### config.mk
export PLATFORM = sky130hd
export DESIGN_NAME = simd_stream_ctrl
export DESIGN_NICKNAME = d
export VERILOG_FILES = /design/src/rtl/simd_pkg.sv /design/src/rtl/elem_shift_reg.sv /design/src/rtl/simd_stream_ctrl.sv
export SDC_FILE = /design/constraint.sdc
export NUM_CORES = 1
export LEC_CHECK = 0
export CORE_AREA = 4 4 413 415
export DETAILED_ROUTE_END_ITERATION = 7
export DIE_AREA = 0 0 417 419
export PLACE_DENSITY_LB_ADDON = 0.05
export SYNTH_ARGS = -nofsm -noshare
export SYNTH_HDL_FRONTEND = slang
export SYNTH_SLANG_ARGS = --single-unit
### constraint.sdc
create_clock -name CLK -period 2.25 [get_ports CLK]
set_clock_uncertainty 0.2 [all_clocks]
set_input_delay 0.45 -clock CLK [delete_from_list [all_inputs] [get_ports CLK]]
set_output_delay 0.45 -clock CLK [all_outputs]
set_load 0.03 [all_outputs]
### src/rtl/simd_pkg.sv
// Shared constants and FSM encoding for the SIMD stream controller.
package simd_pkg;

  localparam int unsigned ELEM_W_DFLT = 21;
  localparam int unsigned N_ELEM      = 16;
  localparam int unsigned CNT_W       = 4;
  localparam int unsigned LAT_W       = 4;

  typedef enum logic [2:0] {
    IDLE    = 3'd0,
    LOAD_A  = 3'd1,
    LOAD_B  = 3'd2,
    COMPUTE = 3'd3,
    CAPTURE = 3'd4,
    DRAIN   = 3'd5
  } state_t;

  // States in which the input stream may transfer an element.
  function automatic logic accepts_input(input state_t s);
    return (s == IDLE) || (s == LOAD_A) || (s == LOAD_B);
  endfunction

endpackage

### src/rtl/elem_shift_reg.sv
// Result register: parallel load of a packed matrix, serial unload of the MSB slot first.
module elem_shift_reg
  import simd_pkg::*;
#(
  parameter int unsigned ELEM_W = ELEM_W_DFLT,
  parameter int unsigned DEPTH  = N_ELEM
) (
  input  logic                      clk,
  input  logic                      rst_n,
  input  logic                      load,
  input  logic                      shift,
  input  logic [DEPTH*ELEM_W-1:0]   par_data,
  output logic [ELEM_W-1:0]         head
);

  localparam int unsigned TOT_W = DEPTH * ELEM_W;

  logic [TOT_W-1:0] data_q;

  // Zeros shift in behind the unloaded elements, so a drained register holds no stale data.
  always_ff @(posedge clk or negedge rst_n) begin
    if (!rst_n) begin
      data_q <= '0;
    end else if (load) begin
      data_q <= par_data;
    end else if (shift) begin
      data_q <= {data_q[TOT_W-ELEM_W-1:0], {ELEM_W{1'b0}}};
    end
  end

  assign head = data_q[TOT_W-1 -: ELEM_W];

endmodule

### src/rtl/simd_stream_ctrl.sv
// Streams 16 A + 16 B elements into a SIMD array, runs it for LAT cycles,
// then streams the 16 result elements back out.
module simd_stream_ctrl
  import simd_pkg::*;
#(
  parameter int unsigned ELEM_W = ELEM_W_DFLT,
  parameter int unsigned LAT    = 2
) (
  input  logic                       CLK,
  input  logic                       reset,
  input  logic                       in_valid,
  output logic                       in_ready,
  input  logic [ELEM_W-1:0]          in_data,
  output logic                       out_valid,
  input  logic                       out_ready,
  output logic [ELEM_W-1:0]          out_data,
  output logic                       busy,
  output logic [N_ELEM*ELEM_W-1:0]   Matrix_A,
  output logic [N_ELEM*ELEM_W-1:0]   Matrix_B,
  output logic                       enable,
  input  logic [N_ELEM*ELEM_W-1:0]   Matrix_C
);

  state_t           state_q, state_d;
  logic [CNT_W-1:0] cnt_q, cnt_d;
  logic [LAT_W-1:0] lat_q, lat_d;

  logic in_ready_q, out_valid_q, enable_q, busy_q;
  logic in_fire, out_fire, last_elem, cap_load;

  logic [ELEM_W-1:0] mat_a_q [N_ELEM];
  logic [ELEM_W-1:0] mat_b_q [N_ELEM];

  assign in_fire   = in_valid & in_ready_q;
  assign out_fire  = out_valid_q & out_ready;
  assign last_elem = (cnt_q == CNT_W'(N_ELEM - 1));

  // Next-state, counter and capture-strobe logic.
  always_comb begin
    state_d  = state_q;
    cnt_d    = cnt_q;
    lat_d    = lat_q;
    cap_load = 1'b0;
    unique case (state_q)
      IDLE: begin
        if (in_fire) begin
          state_d = LOAD_A;
          cnt_d   = CNT_W'(1);
        end
      end
      LOAD_A: begin
        if (in_fire) begin
          cnt_d = cnt_q + CNT_W'(1);
          if (last_elem) state_d = LOAD_B;
        end
      end
      LOAD_B: begin
        if (in_fire) begin
          cnt_d = cnt_q + CNT_W'(1);
          if (last_elem) begin
            state_d = COMPUTE;
            lat_d   = '0;
          end
        end
      end
      COMPUTE: begin
        if (lat_q == LAT_W'(LAT - 1)) begin
          state_d = CAPTURE;
        end else begin
          lat_d = lat_q + LAT_W'(1);
        end
      end
      CAPTURE: begin
        cap_load = 1'b1;
        cnt_d    = '0;
        state_d  = DRAIN;
      end
      DRAIN: begin
        if (out_fire) begin
          cnt_d = cnt_q + CNT_W'(1);
          if (last_elem) state_d = IDLE;
        end
      end
      default: begin
        state_d = IDLE;
        cnt_d   = '0;
      end
    endcase
  end

  // State and outputs are registered from the next state so they line up with it cycle-exactly.
  always_ff @(posedge CLK or negedge reset) begin
    if (!reset) begin
      state_q     <= IDLE;
      cnt_q       <= '0;
      lat_q       <= '0;
      in_ready_q  <= 1'b0;
      out_valid_q <= 1'b0;
      enable_q    <= 1'b0;
      busy_q      <= 1'b0;
    end else begin
      state_q     <= state_d;
      cnt_q       <= cnt_d;
      lat_q       <= lat_d;
      in_ready_q  <= accepts_input(state_d);
      out_valid_q <= (state_d == DRAIN);
      enable_q    <= (state_d == COMPUTE);
      busy_q      <= (state_d != IDLE);
    end
  end

  // Operand load path; slots hold their value until overwritten by the next job.
  always_ff @(posedge CLK or negedge reset) begin
    if (!reset) begin
      mat_a_q <= '{default: '0};
      mat_b_q <= '{default: '0};
    end else if (in_fire) begin
      if (state_q == LOAD_B) begin
        mat_b_q[cnt_q] <= in_data;
      end else begin
        mat_a_q[cnt_q] <= in_data;
      end
    end
  end

  for (genvar k = 0; k < N_ELEM; k++) begin : g_pack
    assign Matrix_A[(N_ELEM-1-k)*ELEM_W +: ELEM_W] = mat_a_q[k];
    assign Matrix_B[(N_ELEM-1-k)*ELEM_W +: ELEM_W] = mat_b_q[k];
  end

  elem_shift_reg #(
    .ELEM_W (ELEM_W),
    .DEPTH  (N_ELEM)
  ) u_result (
    .clk      (CLK),
    .rst_n    (reset),
    .load     (cap_load),
    .shift    (out_fire),
    .par_data (Matrix_C),
    .head     (out_data)
  );

  assign in_ready  = in_ready_q;
  assign out_valid = out_valid_q;
  assign enable    = enable_q;
  assign busy      = busy_q;

endmodule

; ---- Yosys cells after proc, flatten, opt, wreduce, memory -nomap -nowiden
; Cells that the tools add are included.
; Widths: inputs -> output; s select.
[op_classes]
addsub = 2
multipliers = 0
n_div = 0
order_cmp = 2
eq_ne = 17
shift = 0
mux = 24
bitwise = 5
n_reduce_logical = 13
[op_table]
columns = op, n
row1 = $bwmux 336, 2
row2 = $mux 336, 2
row3 = $demux 21 s4, 1
row4 = $mux 3, 8
row5 = $mux 4, 6
row6 = $mux 21, 1
row7 = $pmux 3 s6, 1
row8 = $pmux 4 s4, 1
row9 = $eq 3x2->1 const B, 4
row10 = $ne 2x2->1 const B, 5
row11 = $eq 3x3->1 const B, 3
row12 = $add 4x1->4 const B, 2
row13 = $pmux 4 s2, 1
row14 = $reduce_and 4->1, 2
row15 = $eq 3x1->1 const B, 2
row16 = $logic_not 3->1, 2
row17 = $ge 5x5->1 const B, 1
row18 = $lt 5x1->1 const B, 1
row19 = $not 4->5, 1
row20 = $eq 4x1->1 const B, 1
row21 = $eq 4x4->1 const B, 1
row22 = $reduce_and 2->1, 2
row23 = $reduce_bool 2->1, 2
row24 = $reduce_bool 3->1, 1
row25 = other kinds (7), 10
[totals]
ff_bits = 1023
latch_bits = 0
ram_bits = 0
rom_bits = 0
input_bits = 361
wordCells = 103
n_memories = 0

; ---- Longest topological paths before layout
[logic_depth]
depth_word = 7
depth_mapped = 7

; ---- Hierarchy
; Synthesis repeated with hierarchy kept, for this count alone.
[hier_totals]
hier_cells = 3090
area_unflattened_um2 = 42502.0
[by_module_without_submodules]
columns = module, n_inst, cells_per_inst, area_per_inst_um2, seq_area_each_um2
row1 = simd_stream_ctrl, 1, 1612, 26998.4, 17191.5
row2 = elem_shift_reg, 1, 1478, 15503.6, 8408.1

; ---- Least setup slack after synthesis
; OpenSTA, ideal clock, no wires.
[synth_timing]
path_type = flip-flop to flip-flop
startpoint = register cnt_q[0]
endpoint = register mat_b_q (netlist bit Matrix_B[15])
setup_time_ps = 125
t_arrival_ps = 1820
required_time_ps = 1925
path_slack_ps = 105
path_stages_with_launch = 7
n_path_buf = 1
synth_period_minus_slack_ps = 2145
cell_sequence = dfrtp_1 ha_1 inv_1 or3_1 nor2_2 buf_4 mux2_2
[synth_via]
elab_chain_len = 6
word_cells_on_any_way = 7
classes_between = 2 x order compare / 3 x mux / 1 x bitwise / 1 x reduce/logical
[synth_rtl]
columns = element, line
row1 = from (decl), simd_stream_ctrl.sv:25  ; logic [CNT_W-1:0] cnt_q, cnt_d;
row2 = from (signal assigned), simd_stream_ctrl.sv:103  ; cnt_q <= cnt_d;
row3 = $not 4->5 (not written as such) *, simd_stream_ctrl.sv:119  ; mat_b_q[cnt_q] <= in_data;
row4 = $ge 5x5->1 (not written as such) or $lt 5x1->1 (tied branches), simd_stream_ctrl.sv:119
row5 = $logic_and 1x1->1 (not written as such), simd_stream_ctrl.sv:119
row6 = $mux 21 (not written as such), simd_stream_ctrl.sv:119
row7 = $demux 21 s4 *, simd_stream_ctrl.sv:119
row8 = $bwmux 336 *, simd_stream_ctrl.sv:119
row9 = "to (signal, indexed assignment)", simd_stream_ctrl.sv:119
row10 = to (decl), simd_stream_ctrl.sv:32  ; logic [ELEM_W-1:0] mat_b_q [N_ELEM];
; Mark *: on every way between the ends. The rest lies on a longest branch, timed or not.
; A chain may end at the register's enable or synchronous reset.

; ---- Worst setup path in the final report
[layout_timing]
startpoint = register cnt_q[1]
endpoint = register mat_a_q (netlist bit Matrix_A[135])
[layout_via]
elab_chain_len = 6
word_cells_on_any_way = 7
classes_between = 2 x order compare / 3 x mux / 1 x bitwise / 1 x reduce/logical
[layout_rtl]
columns = element, line
row1 = $not 4->5 (not written as such) *, simd_stream_ctrl.sv:121  ; mat_a_q[cnt_q] <= in_data;
row2 = $ge 5x5->1 (not written as such) or $lt 5x1->1 (tied branches), simd_stream_ctrl.sv:121
row3 = $logic_and 1x1->1 (not written as such), simd_stream_ctrl.sv:121
row4 = $mux 21 (not written as such), simd_stream_ctrl.sv:121
row5 = $demux 21 s4 *, simd_stream_ctrl.sv:121
row6 = $bwmux 336 *, simd_stream_ctrl.sv:121
row7 = "to (signal, indexed assignment)", simd_stream_ctrl.sv:121
row8 = to (decl), simd_stream_ctrl.sv:31  ; logic [ELEM_W-1:0] mat_a_q [N_ELEM];
; Marks and branches as above.

==> flow_summary.ini <==
[outcome]
status = finished clean

[layout]
fin_area_sq_um = 62000
fin_util_pct = 37.2
multiInputGateArea_sq_um = 14600
area_growth_pct = 49.6
nFillCells = 16500
seqCellArea_sq_um = 25600
drive_gt1_share_pct = 31.3
layout.nets = 4715

[die]
initial_core_util_pct = 24.9
die_x_um = 417
die_area_sq_um = 175000
fp.dieH_um = 419
rows = 150
ioPinCount = 1058
core_sq_um = 167000

[detailed_routing]
drtPass1Iterations = 5
drt_iter0_markers = 1271
vias = 29100
wl_mm = 177
ant_nets = 0
vias_per_cell = 4.36
avgRoutedWirePerCell_um = 26.6
post-route-drc-count = 0

[place]
numPortBuffers = 1057
place_ws_ps = -355
place_area_sq_um = 56100
place.gp.congestion = 0.779
dp_hpwl_mm = 131

[worst_setup_path]
criticalPathCategory = flip-flop to flip-flop
rr_worst_depth = 7
critPathCaptureType = flip-flop
cp-endpoint = Matrix_A[135]$_DFFE_PN0P_
cp-start-kind = flip-flop
critPathMaxFanout = 21
arrival_ps = 2620
r2r_slack_ps = 50
timing.rr.start = cnt_q[1]$_DFFE_PN0P_
worstPathRequired_ps = 2670
r2r-end = Matrix_A[135]$_DFFE_PN0P_
worstSetupStartpoint = cnt_q[1]$_DFFE_PN0P_

[synthesis]
ys_seq_elements = 1023
avgSynthCellArea_sq_um = 13.4
synth_edf_count = 0
ys.flop_type = dfrtp_1
synth_area_sq_um = 41500
ys_warn_count = 0
synth_cells = 3093
synth_nets = 3460
ys_seq_area_share_pct = 61.7
synth-async-reset-ratio_pct = 100
yosysUniqueCellTypes = 42

[power_and_ir_drop]
vdd_drop_max_uv = 706
p_leak_uw = 0.0289
powerDensity_nw_per_um2 = 1140

[global_routing]
first_global_vias = 31000
globalRouteOverflowTotal = 0
grt_max_degree = 74
grt_usage_pct = 19.8
grt_pass1_wl_mm = 246
antenna_found_initial = 47

[sta]
hold_violations = 0
fin_hold_ws_ps = 56.7
period_share_pct = 97.8
drv_slew = 0
worst_slack_ps = 49.1
rsz0062_at_grt = true
worst_pin_slew_ps = 1020
finalSetupTns_ps = 0
final-setup-viol-count = 0
finalCriticalPeriod_ps = 2200
relSlewSlack_pct = 31.7
fmax_mhz = 454

[worst_hold_path]
hp-class = primary input to flip-flop

[clock_tree]
cts_buffers = 133
cts.reportedPaths.clkPinSlew_ps = 60
cts_num_sinks = 1023
clock_path_buffers = 3
cts_tree = done
htree_levels = 4
ctsRootBufferMaster = clkbuf_16
clk_latency_ps = 740

[flow_run]
drv_cap = 0
-- cell families after synthesis --
kind of cell	count (synthesis)	synth area share (%)
compound gates	360	4.46
flops	1023	61.7
fa+ha+maj	6	0.181
xor+xnor	1	0.0211
simple gates	440	4.31
buf+inv	274	3.39
mux	989	25.9
-- flip-flops by register name, indices dropped and copies added (netlist names) --
name / cells
Matrix_A: 336
Matrix_B: 336
u_result.data_q: 336
cnt_q: 4
lat_q: 4
state_q: 3
busy: 1
enable: 1
in_ready: 1
out_valid: 1
-- cells in the final DEF (no fill, tap or decap), drive strengths merged, types with 4 or more instances in the layout --
| cell type | Yosys | layout |
|---|---|---|
| nor3 | 5 | 5 |
| clkdlybuf4s15 | 0 | 447 |
| bufinv | 0 | 6 |
| inv | 9 | 15 |
| dlygate4sd2 | 0 | 206 |
| nor2 | 31 | 31 |
| mux2 | 672 | 672 |
| dlygate4sd3 | 0 | 133 |
| clkdlybuf4s50 | 0 | 346 |
| o21ai | 343 | 343 |
| dfrtp | 1023 | 1023 |
| clkbuf | 92 | 227 |
| mux2i | 317 | 317 |
| buf | 173 | 233 |
| diode | 0 | 22 |
| ha | 6 | 6 |
| clkinv | 0 | 14 |
| nand2b | 5 | 5 |
| a21oi | 4 | 4 |
| nand2 | 373 | 373 |
| nand3 | 9 | 9 |
-- repair_timing --
| item | in CTS | in global routing |
|---|---|---|
| cloned | 0 | 4 |
| setup endpoints to repair | 690 | 221 |
| gates resized for setup | 1424 | 42 |
| buffers inserted | 0 | 2 |
| hold buffers | 133 | 0 |
| pin swaps | 0 | 1 |
| endpoints found under the hold margin | 962 | 0 |
-- final cells by class --
type	instances	share of cell area [%]
Inverter	9	0.0545
Antenna cell	22	0.0888
Clock buffer	207	6.47
Multi-Input combinational cell	1796	23.6
Clock inverter	26	0.597
Tap cell	2204	4.45
Timing Repair Buffer	1385	23.5
Sequential cell	1023	41.3
-- layer usage --
metal  track usage (%)  vias to the layer above  share of wire, %
li1                  -                    13300                 -
met1              22.8                    14700                40
met2              35.7                      803                52
met3              4.17                      251               4.5
met4              7.97                       18               4.1
met5                 0                        -             0.057
-- worst min path at each step --
| stage | cells after the start | endpoint | startpoint |
|---|---|---|---|
| floorplan | 0 | Matrix_A[0]$_DFFE_PN0P_ | reset |
| global placement | 1 | Matrix_A[279]$_DFFE_PN0P_ | reset |
| detailed placement | 1 | Matrix_A[279]$_DFFE_PN0P_ | reset |
| CTS | 3 | u_result.data_q[80]$_DFFE_PN0P_ | Matrix_C[80] |
| global route | 3 | u_result.data_q[279]$_DFFE_PN0P_ | Matrix_C[279] |
| finish | 3 | Matrix_B[41]$_DFFE_PN0P_ | in_data[20] |
-- through the flow --
step / power (uW) / instances
finish: 70600 / 6672
global route: 74600 / 6663
CTS: 71800 / 6644
detailed placement: 50900 / 6278
global placement: 50700 / 6278
floorplan: 39500 / 3093
-- power by group --
group	internal, uW	total (uW)	switching, uW
Sequential	23600	26800	3240
Combinational	9190	22400	13200
Clock	12900	21400	8460
-- synthesized netlist by cell type (5+ instances only) --
library cell	instances	area (sq um)
buf_1	22	82.6
buf_2	76	380
buf_4	75	563
clkbuf_1	92	345
dfrtp_1	1023	25600
ha_1	6	75.1
inv_1	9	33.8
mux2_1	59	664
mux2_2	613	6900
mux2i_1	317	3170
nand2_1	373	1400
nand2b_1	5	31.3
nand3_1	5	25.0
nor2_1	25	93.8
nor2_2	6	37.5
nor3_1	5	25.0
o21ai_0	343	1720
-- critical path, cell delays in order (launching register included) --
cell and delay (ps):
dfrtp_1 390, buf_4 150, inv_1 80, ha_1 210, nand3_2 200, nor2_2 220
buf_12 240, mux2_2 370
Power figures use the tool's default switching activity.
